$ cat config.mk
export PLATFORM = sky130hd
export DESIGN_NAME = meteor_mover
export DESIGN_NICKNAME = d
export VERILOG_FILES = /design/src/rtl/meteor_mover.sv
export SDC_FILE = /design/constraint.sdc
export NUM_CORES = 1
export LEC_CHECK = 0
export ABC_AREA = 1
export CAP_MARGIN = 25
export CORE_MARGIN = 2
export CORE_UTILIZATION = 50
export DETAILED_ROUTE_END_ITERATION = 7
export DONT_BUFFER_PORTS = 1
export PLACE_DENSITY = 0.62
export SYNTH_ARGS = -nofsm -noshare
export SYNTH_HDL_FRONTEND = slang
export SYNTH_SLANG_ARGS = --single-unit
export TNS_END_PERCENT = 1
$ cat constraint.sdc
create_clock -name clk -period 2.8 [get_ports clk]
set_input_delay 0.56 -clock clk [delete_from_list [all_inputs] [get_ports clk]]
set_output_delay 0.56 -clock clk [all_outputs]
set_load 0.02 [all_outputs]
$ cat src/rtl/meteor_mover.sv
// meteor_mover: drops one meteor down the 640x480 playfield once per frame, respawning at a pseudo-random X,
// counting dodges and freezing on collision. Define METEOR_ACCEL_EN to add 1 px/frame for every 16 dodges.
module meteor_mover #(
   parameter int          SCREEN_W = 640,
   parameter int          SCREEN_H = 480,
   parameter int          MET_SIZE = 16,
   parameter logic [15:0] X_SEED   = 16'hACE1
) (
   input  logic        clk,
   input  logic        rst,
   input  logic        frame,
   input  logic [15:0] speed,
   input  logic        start,
   input  logic        pause,
   input  logic        collide,
   output logic [15:0] met_x,
   output logic [15:0] met_y,
   output logic        met_active,
   output logic        hit,
   output logic        dodged,
   output logic [15:0] dodge_count
);
   typedef enum logic [1:0] {S_IDLE, S_RESPAWN, S_FALL, S_HIT} state_t;
   localparam logic [9:0] X_RANGE = 10'(SCREEN_W - MET_SIZE);
   state_t      r_state, w_next;
   logic        r_frame_q;
   logic [15:0] r_lfsr;
   logic        w_tick, w_move, w_exit;
   logic [15:0] w_step;
   logic [16:0] w_ny;
   logic [9:0]  w_spawn_x;
   assign w_tick    = frame & ~r_frame_q;
   assign w_spawn_x = (r_lfsr[9:0] >= X_RANGE) ? r_lfsr[9:0] - X_RANGE : r_lfsr[9:0];
`ifdef METEOR_ACCEL_EN
   logic [16:0] w_accel;
   assign w_accel = {1'b0, speed} + {5'b0, dodge_count[15:4]};
   assign w_step  = w_accel[16] ? 16'hFFFF : w_accel[15:0];
`else
   assign w_step = speed;
`endif
   assign w_ny   = {1'b0, met_y} + {1'b0, w_step};
   assign w_move = (r_state == S_FALL) & ~collide & w_tick & ~pause;
   assign w_exit = w_move & (w_ny >= 17'(SCREEN_H));
   // next state plus the state-decoded visibility and hit flags
   always_comb begin
      w_next     = r_state;
      met_active = r_state != S_IDLE;
      hit        = r_state == S_HIT;
      case (r_state)
         S_IDLE:    w_next = start ? S_RESPAWN : S_IDLE;
         S_RESPAWN: w_next = S_FALL;
         S_FALL:    w_next = collide ? S_HIT : (w_exit ? S_RESPAWN : S_FALL);
         S_HIT:     w_next = start ? S_RESPAWN : S_HIT;
         default:   w_next = S_IDLE;
      endcase
   end
   // state register
   always_ff @(posedge clk) begin
      if (rst) r_state <= S_IDLE;
      else     r_state <= w_next;
   end
   // frame edge detect, free-running LFSR, meteor position and dodge bookkeeping
   always_ff @(posedge clk) begin
      if (rst) begin
         r_frame_q   <= 1'b0;
         r_lfsr      <= X_SEED;
         met_x       <= '0;
         met_y       <= '0;
         dodged      <= 1'b0;
         dodge_count <= '0;
      end else begin
         r_frame_q <= frame;
         r_lfsr    <= r_lfsr[0] ? ({1'b0, r_lfsr[15:1]} ^ 16'hB400) : {1'b0, r_lfsr[15:1]};
         dodged    <= w_exit;
         if (r_state == S_RESPAWN) begin
            met_x <= {6'b0, w_spawn_x};
            met_y <= '0;
         end else if (w_move && !w_exit) begin
            met_y <= w_ny[15:0];
         end
         if (r_state == S_HIT && start) dodge_count <= '0;
         else if (w_exit && dodge_count != 16'hFFFF) dodge_count <= dodge_count + 16'd1;
      end
   end
endmodule

==> summary.md, run 1 <==
| Metric | Value |
|---|---|
| Number of synthesized flops with an enable pin | `0` |
| Yosys warns | `0` |
| Crit. Startpoint | `met_y[0]` |
| WP data arrival | `2.71 ns` |
| Dpl cell area | `4010 sq um` |
| Fmax | `0.402 GHz` |
| I/O Pins | `73` |
| Most frequent cells in the layout | `146 x nand2_1, 83 x inv_1, 62 x dfxtp_1` |
| Main synth FF type | `dfxtp_1` |
| Worst-Margin Slew | `0.886 ns` |
| Reg2Reg Setup Slack | `0.31 ns` |
| Filler Cell Count | `726` |
| Initial antenna violation count | `0` |
| GRT Overall Usage | `21.7%` |
| Simple-gate portion of the synthesized area | `36.6%` |
| Startpoint types | `flop` |
| Number of global-route vias before repair | `3,226` |
| Die area | `8400 sq um` |
| CP required | `3.02 ns` |
| # rows | `31` |
| Final nets | `618` |
| Post-Syn Instances | `559` |
| Clock Tree Buf Depth | `2` |
| Clk_skew | `0.00872 ns` |
| Cell Pwr Density | `431 nW/um^2` |
| Layout cells sized above 1 | `15.5%` |
| Mapped cell area | `3840 sq um` |
| Hold Violations, Final | `0` |
| Hold crit path type | `in2reg` |
| Placement Setup Slack | `0.0651 ns` |
| Hold_sp | `rst` |
| Vias post-DR | `3,439` |
| Synth-to-Final Area Change | `9.08%` |
| Iteration count of the initial detailed-routing pass | `4` |
| DR iter-0 viols | `105` |
| Leading cell type in the layout, fill and taps excluded | `nand2_1` |
| Design area | `4190 sq um` |
| Worst setup path end | `met_y[8]` |
| Antenna fix cells | `0` |
| CP max FO | `11` |
| First-pass GRT wire length | `14,700 microns` |
| Final WS setup | `0.313 ns` |
| PortBufs | `0` |
| Slew Limit Headroom | `40.5%` |
| Initial Util | `52.4%` |
| Leakage | `2.03 nW` |
| Period minus WS final | `2.49 ns` |
| Setup TNS Final | `0 ns` |
| Max cap viols | `0` |
| Worst-skew pair later-pin latency | `0.34 ns` |
| Fin crit share | `88.8%` |
| Residual DRC | `0` |
| RSZ-0062 raised after global routing | `no` |
| Post-detail-place hpwl | `6840 microns` |
| Fin Hold WS | `0.282 ns` |
| Status | `completed` |
| Distinct cell type count after synthesis | `40` |
| Vias per cell | `5.05` |
| Routed wire length | `8670 microns` |
| VDD IR max | `0.359 mV` |
| R2R Path Start | `met_y[0]` |
| CTS tree | `built` |
| Critical path capture point type | `flop` |
| Compound-cell area share of the yosys netlist | `8.37%` |
| DR WL/cell | `12.7 microns` |
| # clock sinks | `62` |
| R2R depth | `17` |
| Die width | `91.7 microns` |
| Final GP Congestion | `0.889` |
| Adder-cell share of the synthesized area | `6.38%` |
| Post-synthesis register bit count | `62` |
| Clk root buf | `clkbuf_8` |
| Core area | `7330 sq um` |
| R2r endpoint | `met_y[8]` |
| Synth Area in XOR/XNOR | `4.56%` |
| CTS Hold Buffers Added | `0` |
| Grt ovf | `0` |
| Synthesized area per cell | `6.87 sq um` |
| Die height | `91.7 microns` |
| Critical path class | `reg2reg` |
| Post-synthesis sequential area ratio | `32.3%` |
| Tot Pwr | `1.81 mW` |
| CTS buffer count | `9` |
| # H-tree levels | `3` |
| ANT nets after route | `0` |
| Async set-or-reset flop fraction in the synthesized netlist | `0%` |
| Largest family of logic cells by synthesized area | `simple AND/OR/NAND/NOR gates` |
| Endpoints failing setup | `0` |
| Mux share of post-synthesis cell area | `0%` |
| Worst-path clk slew | `0.08 ns` |
| Slew Viols, Final | `0` |
| Largest net degree at the start of global routing | `19` |
[sequential cells by signal, indices dropped and copies added, names as in the netlist]
name         cells
r_lfsr          16
dodge_count     16
met_x           10
dodged           1
r_state          2
met_y           16
r_frame_q        1
[report_power, final]
part / switching (mW) / internal (mW)
combinational: 0.112 / 0.0530
clock: 0.354 / 0.343
sequential: 0.0316 / 0.912
[layer usage]
metal / share of wire [%] / track usage (%) / routed length [microns]
met5: 0 / 0 / 0
met1: 46 / 26.2 / 3990
met3: 5.5 / 5.09 / 473
met4: 1.3 / 8.33 / 115
met2: 47 / 37.2 / 4090
[through the flow]
| step | std cells | utilization [%] |
|---|---|---|
| 3_3_place_gp | 665 | 54.7 |
| 4_1_cts | 681 | 57.1 |
| 5_1_grt | 681 | 57.2 |
| 6_report | 681 | 57.2 |
| 2_1_floorplan | 564 | - |
| 3_5_place_dp | 665 | 54.7 |
[critical path: stages (launching register included)]
cell,delay [ns]
dfxtp_1,0.34
ha_1,0.16
inv_1,0.05
fa_1,0.38
inv_1,0.10
nand2_1,0.07
nand2_1,0.08
and2_1,0.16
nand2_1,0.08
nand3_1,0.07
nand2_1,0.05
nand2_1,0.06
nand2_1,0.08
nor2_4,0.14
nand4_4,0.21
buf_4,0.24
nand2_1,0.06
a21oi_1,0.06
[synthesized netlist by cell type, types with 3 or more instances]
library cell / number / area share [%]
nand2_1: 146 / 14
buf_4: 7 / 1.4
nor3_1: 10 / 1.3
a21oi_1: 21 / 2.7
nor2_1: 47 / 4.6
and2_1: 4 / 0.65
a32o_1: 3 / 0.78
xor2_1: 12 / 2.7
nand4_1: 19 / 3.1
o21ai_0: 12 / 1.6
nor2_2: 7 / 1.1
ha_1: 18 / 5.9
dfxtp_1: 62 / 32
inv_1: 83 / 8.1
nand3_1: 29 / 3.8
inv_2: 9 / 0.88
xnor2_1: 8 / 1.8
nand2_2: 21 / 3.4
clkbuf_1: 6 / 0.59
a21oi_2: 10 / 2.3
[kinds of logic after synthesis]
logic type / after synthesis
XOR/XNOR: 20
buffers and inverters: 108
flip-flops: 62
AND/OR/NAND/NOR: 298
AO/OA/AOI/OAI: 51
adder cells (fa/ha/maj): 19
other: 1
[what timing repair did]
action	CTS	global route
setup buffers	0	0
hold endpoints to repair	0	0
resized for setup	0	1
endpoints found under the setup margin	0	3
[cell type report]
class | count | area [sq um] | area share (%)
inverter | 93 | 352 | 8.39
tap | 99 | 124 | 2.96
clock inverter | 5 | 35.0 | 0.836
timing repair buffer | 17 | 128 | 3.04
clock buffer | 11 | 141 | 3.37
sequential | 62 | 1240 | 29.6
multi-input combinational | 394 | 2170 | 51.8
[worst min path at each step]
stage,cells after the start,slack [ns],endpoint
3_5_place_dp,2,0.40,r_lfsr[14]
2_1_floorplan,2,0.39,r_lfsr[14]
4_1_cts,1,0.27,r_lfsr[4]
3_3_place_gp,1,0.40,r_lfsr[11]
5_1_grt,1,0.26,r_lfsr[4]
6_report,1,0.28,r_lfsr[8]
(Power assumes the default switching activity.)
==> run 2: changes to the inputs <==
ABC_AREA = 0   (was 1)
==> summary.md, run 2 <==
| Metric | Value |
|---|---|
| Clk root buf | `clkbuf_8` |
| # H-tree levels | `3 (unchanged)` |
| # clock sinks | `62 (unchanged)` |
| Final GP Congestion | `0.899 (+1.2%)` |
| Tot Pwr | `2.03 mW (+12%)` |
| Number of synthesized flops with an enable pin | `0 (unchanged)` |
| Main synth FF type | `dfxtp_1` |
| PortBufs | `0 (unchanged)` |
| Leakage | `1.77 nW (-12%)` |
| Antenna fix cells | `0 (unchanged)` |
| Clk_skew | `0.00963 ns (+0.000916 ns)` |
| ANT nets after route | `0 (unchanged)` |
| Top Registers | `dodge_count: 16 flops, met_y: 16 flops, r_lfsr: 16 flops` |
| WP data arrival | `3.14 ns (+0.43 ns)` |
| VDD IR max | `0.311 mV (-13%)` |
| Critical path class | `reg2reg` |
| Residual DRC | `0 (unchanged)` |
| Async set-or-reset flop fraction in the synthesized netlist | `0% (unchanged)` |
| CP max FO | `5 (-6)` |
| Post-detail-place hpwl | `5830 microns (-15%)` |
| Distinct cell type count after synthesis | `55 (+38%)` |
| Layout cells sized above 1 | `25.3% (+9.8 points)` |
| Core area | `6720 sq um (-8.3%)` |
| Slowest stage delay, CP | `0.40 ns (+0.02 ns)` |
| Grt ovf | `0 (unchanged)` |
| Synthesized area per cell | `8.46 sq um (+23%)` |
| Final WS setup | `-0.121 ns (-0.435 ns)` |
| Fmax | `0.342 GHz (-15%)` |
| Max cap viols | `0 (unchanged)` |
| Count leader, synth | `dfxtp_1` |
| Yosys warns | `0 (unchanged)` |
| Vias post-DR | `3,161 (-8.1%)` |
| Mapped cell area | `3430 sq um (-11%)` |
| Clock Tree Buf Depth | `2 (unchanged)` |
| Critical path capture point type | `flop` |
| Initial antenna violation count | `0 (unchanged)` |
| Die width | `86.8 microns (-5.3%)` |
| Hold_sp | `rst` |
| DR WL/cell | `15.6 microns (+22%)` |
| Fin Hold WS | `0.269 ns (-0.0137 ns)` |
| Die height | `86.8 microns (-5.3%)` |
| CP required | `3.01 ns (about the same)` |
| Initial Util | `51.0% (-1.4 points)` |
| Slew Limit Headroom | `63.8% (+23 points)` |
| Worst-path clk slew | `0.08 ns (about the same)` |
| Failing checks | `setup timing` |
| CTS Hold Buffers Added | `0 (unchanged)` |
| Crit. Startpoint | `met_y[0]` |
| Hold Violations, Final | `0 (unchanged)` |
| # rows | `30 (-3.2%)` |
| DR iter-0 viols | `227 (+120%)` |
| Post-Syn Instances | `405 (-28%)` |
| Top cells by area, synth | `dfxtp_1 36%, ha_1 6.6%, nand2_1 5.5%` |
| Top cells by count, synth | `62 x dfxtp_1, 50 x nand2_1, 37 x a21oi_1` |
| Largest net degree at the start of global routing | `35 (+16)` |
| Cell Pwr Density | `472 nW/um^2 (+9.5%)` |
| I/O Pins | `73 (unchanged)` |
| Worst-skew pair later-pin latency | `0.35 ns (about the same)` |
| R2R Path Start | `met_y[0]` |
| Synth-to-Final Area Change | `25.6%` |
| Fin crit share | `104% (+16 points)` |
| GRT Overall Usage | `22.0% (+0.34 points)` |
| Dominant cell type by area after synthesis | `dfxtp_1` |
| Slew Viols, Final | `0 (unchanged)` |
| RSZ-0062 raised after global routing | `yes` |
| Vias per cell | `5.82 (+15%)` |
| CTS tree | `built` |
| Status | `finished, violations left` |
| Die area | `7540 sq um (-10%)` |
| Worst-Margin Slew | `0.544 ns (-0.343 ns)` |
| Most frequent cells in the layout | `60 x dfxtp_1, 56 x buf_4, 49 x nand2_1` |
| Startpoint types | `flop` |
| Final nets | `499 (-19%)` |
| Post-synthesis sequential area ratio | `36.2% (+3.9 points)` |
| Period minus WS final | `2.92 ns (+0.435 ns)` |
| Routed wire length | `8470 microns (-2.3%)` |
| Iteration count of the initial detailed-routing pass | `4 (unchanged)` |
| Crit path max-delay cell type | `or4_4` |
| Hold crit path type | `in2reg` |
| CTS buffer count | `9 (unchanged)` |
| Number of global-route vias before repair | `2,890 (-10%)` |
| Endpoints failing setup | `34 (+34)` |
| Leading cell type in the layout, fill and taps excluded | `dfxtp_1` |
| Synth top area share | `36.2% (+3.9 points)` |
| Critical-path cell list | `ha_4 -> inv_2 -> fa_2 -> nor2b_4 -> o2111ai_4 -> nand2_2 -> buf_6 -> or4_4 -> and3_4 -> nor4_4 -> buf_4 -> clkbuf_16 -> or4_1 -> a21oi_1` |
| First-pass GRT wire length | `13,400 microns (-9.2%)` |
| Post-synthesis register bit count | `62 (unchanged)` |
-- run 2: what timing repair did --
action	in CTS	in global routing
cloned	0	3
endpoints found under the setup margin	17	35
buffers inserted	1	5
resized for setup	4	14
pin swaps	6	19
-- run 2: cells by family (layout without fill, tap and decap cells) --
kind of cell	count (synthesis)	in the layout	share of synthesized area [%]
other cells	1	6	0.109
fa+ha+maj	19	19	7.15
buf+inv	34	87	5.26
flops	62	62	36.2
simple gates	169	169	26.8
xor+xnor	14	14	3.58
compound gates	97	97	18.2
mux	9	9	2.66
-- run 2: stage by stage --
stage          setup TNS, ns  util (%)  worst slack (ns)  std cells  cell area (sq um)
2_1_floorplan          -1.00         -            -0.101        410               3540
3_3_place_gp           -4.01      58.0            -0.181        518               3890
3_5_place_dp           -5.90      58.0            -0.233        518               3890
4_1_cts               -0.235      61.7           -0.0365        535               4150
5_1_grt                -6.44      64.1            -0.237        543               4310
6_report               -2.34      64.1            -0.121        543               4310
-- run 2: metal layers --
layer / track usage [%] / vias up / wire length [microns]
met5: 0 / - / 0
met1: 29.2 / 1486 / 3870
met3: 7.43 / 12 / 562
met2: 33.7 / 95 / 3930
li1: - / 1568 / -
met4: 6.96 / 0 / 112
-- run 2: worst paths after layout --
check	end	slack, ns	cells past startpoint
worst max-delay path	dodge_count[2]	-0.12	14
worst min-delay path	dodged	0.27	1
worst max register to register	dodge_count[2]	-0.12	14
worst min register to register	r_lfsr[11]	0.42	1
-- run 2: cell type report --
class                           instances  area [sq um]
Fill cell                             587          2410
Multi-Input combinational cell        314          2180
Sequential cell                        62          1240
Timing Repair Buffer                   63           531
Clock buffer                            9           124
Tap cell                               80           100
Clock inverter                          7          95.1
Inverter                                8          30.0
-- run 2: critical path, delay by kind of cell (launching register included) --
kind	cells	cell delay [ns]
AND/OR/NAND/NOR	6	1.21
flip-flops	1	0.34
adder cells (fa/ha/maj)	2	0.39
AO/OA/AOI/OAI	2	0.30
buffers and inverters	4	0.54
-- run 2: power breakdown --
group	switching [mW]	internal, mW
Combinational	0.112	0.0860
Clock	0.384	0.504
Sequential	0.0346	0.911
Total	0.530	1.50
==> run 3: changes to the inputs <==
CAP_MARGIN = not set   (was 25)
==> results of run 3 <==
The final DEF is identical to that of run 2; final timing and power are the same.
